### src/rtl/iq_integrate_dump.sv
// Integrate-and-dump over streamed I/Q samples with scaled, saturated per-frame output.
// Optional round-half-up before the shift when IQ_INTDUMP_ROUND_EN is defined.
module iq_integrate_dump #(
    parameter int DATA_WIDTH = 16,
    parameter int OUT_WIDTH  = 16,
    parameter int LEN_WIDTH  = 8,
    parameter int ACC_WIDTH  = 32,
    parameter int SHIFT      = 2
) (
    input  logic                    clk,
    input  logic                    reset,
    input  logic [LEN_WIDTH-1:0]    len,
    input  logic                    in_tvalid,
    output logic                    in_tready,
    input  logic [2*DATA_WIDTH-1:0] in_tdata,
    input  logic                    in_tlast,
    output logic                    out_tvalid,
    input  logic                    out_tready,
    output logic [2*OUT_WIDTH-1:0]  out_tdata,
    output logic                    out_tlast,
    output logic                    out_sat
);

    localparam logic [0:0] ACCUM = 1'b0;
    localparam logic [0:0] FULL  = 1'b1;

    localparam logic signed [ACC_WIDTH-1:0] SAT_MAX =
        {{(ACC_WIDTH-OUT_WIDTH+1){1'b0}}, {(OUT_WIDTH-1){1'b1}}};
    localparam logic signed [ACC_WIDTH-1:0] SAT_MIN =
        {{(ACC_WIDTH-OUT_WIDTH+1){1'b1}}, {(OUT_WIDTH-1){1'b0}}};

`ifdef IQ_INTDUMP_ROUND_EN
    localparam logic signed [ACC_WIDTH-1:0] ROUND_BIAS = ACC_WIDTH'((2 ** SHIFT) / 2);
`else
    localparam logic signed [ACC_WIDTH-1:0] ROUND_BIAS = '0;
`endif

    logic [0:0]                  state;
    logic signed [ACC_WIDTH-1:0] acc_i, acc_q;
    logic signed [ACC_WIDTH-1:0] beat_i, beat_q;
    logic signed [ACC_WIDTH-1:0] total_i, total_q;
    logic signed [ACC_WIDTH-1:0] scaled_i, scaled_q;
    logic [LEN_WIDTH-1:0]        cnt, len_q, frame_len;
    logic [OUT_WIDTH-1:0]        sat_i, sat_q;
    logic                        clip_i, clip_q;
    logic                        accept, dump;

    // Returns {clipped, value} with the value clamped to the signed output range.
    function automatic logic [OUT_WIDTH:0] saturate(input logic signed [ACC_WIDTH-1:0] v);
        if (v > SAT_MAX)
            return {1'b1, SAT_MAX[OUT_WIDTH-1:0]};
        else if (v < SAT_MIN)
            return {1'b1, SAT_MIN[OUT_WIDTH-1:0]};
        else
            return {1'b0, v[OUT_WIDTH-1:0]};
    endfunction

    assign out_tvalid = (state == FULL);
    assign in_tready  = !out_tvalid || out_tready;
    assign accept     = in_tvalid && in_tready;

    // The first beat of a frame uses the live len because len_q is only latched on that beat.
    assign frame_len = (cnt == '0) ? len : len_q;
    assign dump      = accept && ((cnt == frame_len) || in_tlast);

    assign beat_i  = {{(ACC_WIDTH-DATA_WIDTH){in_tdata[2*DATA_WIDTH-1]}},
                      in_tdata[2*DATA_WIDTH-1:DATA_WIDTH]};
    assign beat_q  = {{(ACC_WIDTH-DATA_WIDTH){in_tdata[DATA_WIDTH-1]}},
                      in_tdata[DATA_WIDTH-1:0]};
    assign total_i = acc_i + beat_i;
    assign total_q = acc_q + beat_q;

    assign scaled_i = (total_i + ROUND_BIAS) >>> SHIFT;
    assign scaled_q = (total_q + ROUND_BIAS) >>> SHIFT;

    assign {clip_i, sat_i} = saturate(scaled_i);
    assign {clip_q, sat_q} = saturate(scaled_q);

    always_ff @(posedge clk or negedge reset) begin
        if (!reset) begin
            state     <= ACCUM;
            acc_i     <= '0;
            acc_q     <= '0;
            cnt       <= '0;
            len_q     <= '0;
            out_tdata <= '0;
            out_tlast <= 1'b0;
            out_sat   <= 1'b0;
        end else begin
            if (accept) begin
                if (cnt == '0)
                    len_q <= len;
                if (dump) begin
                    acc_i <= '0;
                    acc_q <= '0;
                    cnt   <= '0;
                end else begin
                    acc_i <= total_i;
                    acc_q <= total_q;
                    cnt   <= cnt + LEN_WIDTH'(1);
                end
            end
            // A new dump overrides a simultaneous drain so out_tvalid stays high.
            if (dump) begin
                state     <= FULL;
                out_tdata <= {sat_i, sat_q};
                out_tlast <= in_tlast;
                out_sat   <= clip_i || clip_q;
            end else if (out_tready) begin
                state <= ACCUM;
            end
        end
    end

endmodule

### config.mk
export PLATFORM = sky130hd
export DESIGN_NAME = iq_integrate_dump
export DESIGN_NICKNAME = d
export VERILOG_FILES = /design/src/rtl/iq_integrate_dump.sv
export SDC_FILE = /design/constraint.sdc
export NUM_CORES = 1
export LEC_CHECK = 0
export BUFFER_PORTS_ARGS = -buffer_cell sky130_fd_sc_hd__buf_2
export CAP_MARGIN = 25
export CORE_ASPECT_RATIO = 1.1
export CORE_MARGIN = 2
export CORE_UTILIZATION = 40
export DETAILED_ROUTE_END_ITERATION = 10
export GPL_TIMING_DRIVEN = 0
export SLEW_MARGIN = 10
export SYNTH_ARGS = -nofsm -noshare
export SYNTH_HDL_FRONTEND = slang
export SYNTH_SLANG_ARGS = --single-unit
### constraint.sdc
create_clock -name clk -period 4 [get_ports clk]
set_input_delay 0.4 -clock clk [delete_from_list [all_inputs] [get_ports clk]]
set_output_delay 0.4 -clock clk [all_outputs]
set_load 0.01 [all_outputs]
==> qor.csv <==
stage;metric;value;unit
route;dr.pass1.iters;5;
global_routing;globalRouteTotalUtil;0.233;
route;postRouteWirelength;25200;um
clocking;tritoncts;built;
cells_and_area;fillers;1999;
cells_and_area;finalNetCount;1228;
placement;routabilityCongestion;0.910;
sta;slew-limit-headroom;0.364;
job;cap_violations;0;
clocking;cts-buffers-inserted;17;
setup_path;critical_path.n_buffers_inverters;3;
worst_hold_path;hold_path_stages;2;
floorplan;die_area;0.0222;sq mm
outcome;run_status;completed;
placement;dp_worst_setup_slack;-0.552;ns
clocking;htree_levels;4;
floorplan;rows;55;
clocking;clock_sink_count;115;
synthesis;syn-instance-count;1001;
route;detailroute.via_count;7893;
clocking;worst_setup_hold_path_clk_slew;0.06;ns
synthesis;synthesis.area;0.00842;sq mm
setup_path;worstPathCellList;ha_1, inv_1, fa_1, nand2b_1, a21oi_1, o41a_1, nor3_4, o21bai_1, a311o_1, xnor2_2, nand3_2, nor4_4, buf_4, buf_2, a21oi_1, a211oi_1;
setup_path;cp_slowest_stage_delay;0.45;ns
floorplan;coreArea;0.0206;sq mm
floorplan;initial_core_util;0.408;
route;drt-initial-drc-count;630;
setup_path;worst-path-max-fanout;5;
setup_path;total_number_of_cells_along_the_worst_setup_path;16;
route;vias_per_cell;5.69;
global_routing;grt_antenna_before_repair;2;
setup_path;crit_path_frequent_cell;sky130_fd_sc_hd__a21oi_1;
clocking;clockRootBuffer;sky130_fd_sc_hd__clkbuf_16;
floorplan;die_width;142;um
sta;finalClockSkew;0.00825;ns
worst_hold_path;hp-class;in -> reg;
clocking;insertion_delay;0.42;ns
synthesis;mean_instance_size_in_the_synthesized_netlist;8.42;sq um
setup_path;setup.worst_path.end_class;flip-flop;
power_and_ir_drop;power_density;840;mW/mm^2
setup_path;worst-r2r-cell-count;16;
route;detail_route.drc_violations;0;
cells_and_area;fin_util;0.493;
clocking;clk_path_buf_depth;2;
global_routing;grt_start_max_net_pins;83;
synthesis;async_reset_ff_frac;1.00;
power_and_ir_drop;power.ir.vdd_worst;0.000382;V
global_routing;grt_first_pass_wirelength;40600;um
floorplan;boundaryPins;81;
synthesis;synth_cell_types;72;
synthesis;synth_seq_area_share;0.342;
placement;post-place-cells;1338;
sta;fin_tns_setup;0;ns
global_routing;vias_in_the_first_global_route;7632;
setup_path;start_kind;flip-flop;
cells_and_area;stdcell_count;1387;
route;route.detailed.wl_per_inst;18.2;um
sta;fmax;260;MHz
sta;final_number_of_hold_violating_endpoints;0;
synthesis;yosys_register_bits;115;
sta;layout_setup_ws;0.161;ns
synthesis;synth-main-ff-cell;sky130_fd_sc_hd__dfrtp_1;
placement;port_buffers;80;
sta;layout_worst_path_cycle_share;0.960;
placement;dp_hpwl;18600;um
setup_path;timing.critical_path.required;4.33;ns
setup_path;critical-path-top-delay-family;compound AO/OA/AOI/OAI gates;
route;postRouteAntennaNets;0;
synthesis;synth-edff-count;0;
cells_and_area;drive_gt1_frac;0.165;
synthesis;ys_warn_count;0;
setup_path;cp_data_arrival_time;4.17;ns
power_and_ir_drop;finalPower;0.00855;W
floorplan;fp.dieH;156;um
sta;setup-violations-final;0;
setup_path;crit_slowest_cell;sky130_fd_sc_hd__o41a_1;
sta;finalCriticalPeriod;3.84;ns
global_routing;gr-total-overflow;0;
cells_and_area;multi_input_area;0.00541;sq mm
cells_and_area;area_growth_syn_to_layout;20.9;%
sta;maxSlewViolCount;0;
cells_and_area;regArea;0.00288;sq mm
synthesis;syn-num-nets;1112;
sta;worst-slew-pin-transition;0.951;ns
power_and_ir_drop;cellLeakagePower;4.57;nW
setup_path;critPathKind;reg -> reg;
==> final cells by class <==
cell class / instances / share of cell area
multi-input combinational: 802 / 0.532
sequential: 115 / 0.283
timing repair buffer: 98 / 0.0554
clock buffer: 20 / 0.0439
tap: 256 / 0.0315
clock inverter: 12 / 0.0200
buffer: 38 / 0.0177
inverter: 45 / 0.0166
antenna: 1 / 0.000246
==> state kept, by name (all words and copies together) (netlist names) <==
register / count
acc_i: 32
acc_q: 32
cnt: 8
len_q: 8
out_sat: 1
out_tdata: 32
out_tlast: 1
out_tvalid: 1
==> stage by stage <==
stage	hold slack, ns	area [sq um]
after floorplan	0.104	8420
after global placement	0.456	9150
after detailed placement	0.332	9180
after CTS	0.206	9910
after global routing	0.223	10200
final	0.218	10200
==> cells by family after synthesis <==
logic type,synth area share
fa+ha+maj,0.0998
compound gates,0.247
buf+inv,0.0392
mux,0.0166
flops,0.342
xor+xnor,0.0674
simple gates,0.188
==> final timing paths <==
check,from,to,slack (ns)
worst max-delay path,acc_i[0],out_tdata[20],0.16
worst min-delay path,in_tlast,out_tlast,0.22
worst max register to register,acc_i[0],out_tdata[20],0.16
worst min register to register,out_tdata[31],out_tdata[31],0.47
max in group asynchronous,reset,cnt[0],2.79
min in group asynchronous,reset,out_tdata[30],0.44
==> power by group <==
group          internal (W)  switching [W]
registers           0.00165       0.000313
logic               0.00193        0.00296
clock network       0.00112       0.000584
==> Yosys cell counts (all sizes together), types with 7 or more instances <==
cell,n,area share
nand3,23,0.014
a21o,12,0.011
a211oi,26,0.023
o21a,11,0.0098
clkbuf,33,0.015
a21oi,100,0.060
and3,10,0.0074
a22o,18,0.019
nor2,67,0.030
nor4,14,0.014
ha,64,0.095
nand2,145,0.065
nand4,16,0.013
o22ai,8,0.0059
nor3,14,0.0089
inv,45,0.020
xnor2,38,0.040
mux2,8,0.011
o21bai,7,0.0062
o21ai,72,0.043
xor2,26,0.027
dfrtp,115,0.34
o31ai,27,0.026
nand2b,13,0.0097
==> routing by layer <==
layer	up-vias	routed length, um	track usage	share of wire
li1	3896	-	-	-
met1	3768	11700	0.311	0.46
met2	203	11900	0.381	0.47
met3	24	1340	0.0552	0.053
met4	2	289	0.0585	0.011
met5	-	7	0	0.00028
==> what timing repair did <==
item | 4_1_cts | 5_1_grt
pin swaps | 4 | 15
hold endpoints to repair | 33 | 0
setup endpoints to repair | 30 | 33
cloned | 0 | 1
hold buffers | 1 | 0
gates resized for setup | 9 | 36
setup buffers | 3 | 12
==> layout by cell type, fill, tap and decap left out, drive strengths merged, types with 6 or more instances in the layout <==
master  synthesis  final
nand2         145    145
dfrtp         115    115
buf             6    102
a21oi         100    100
o21ai          72     72
nor2           67     67
ha             64     64
clkbuf         33     53
inv            45     46
xnor2          38     38
o31ai          27     27
a211oi         26     26
xor2           26     26
nand3          23     23
a22o           18     18
nand4          16     16
nor3           14     14
nor4           14     14
nand2b         13     13
a21o           12     12
o21a           11     11
and3           10     10
o22ai           8      8
mux2            8      8
o21bai          7      7
a31oi           6      6
and2            6      6
or4             6      6
(Power assumes the default switching activity.)
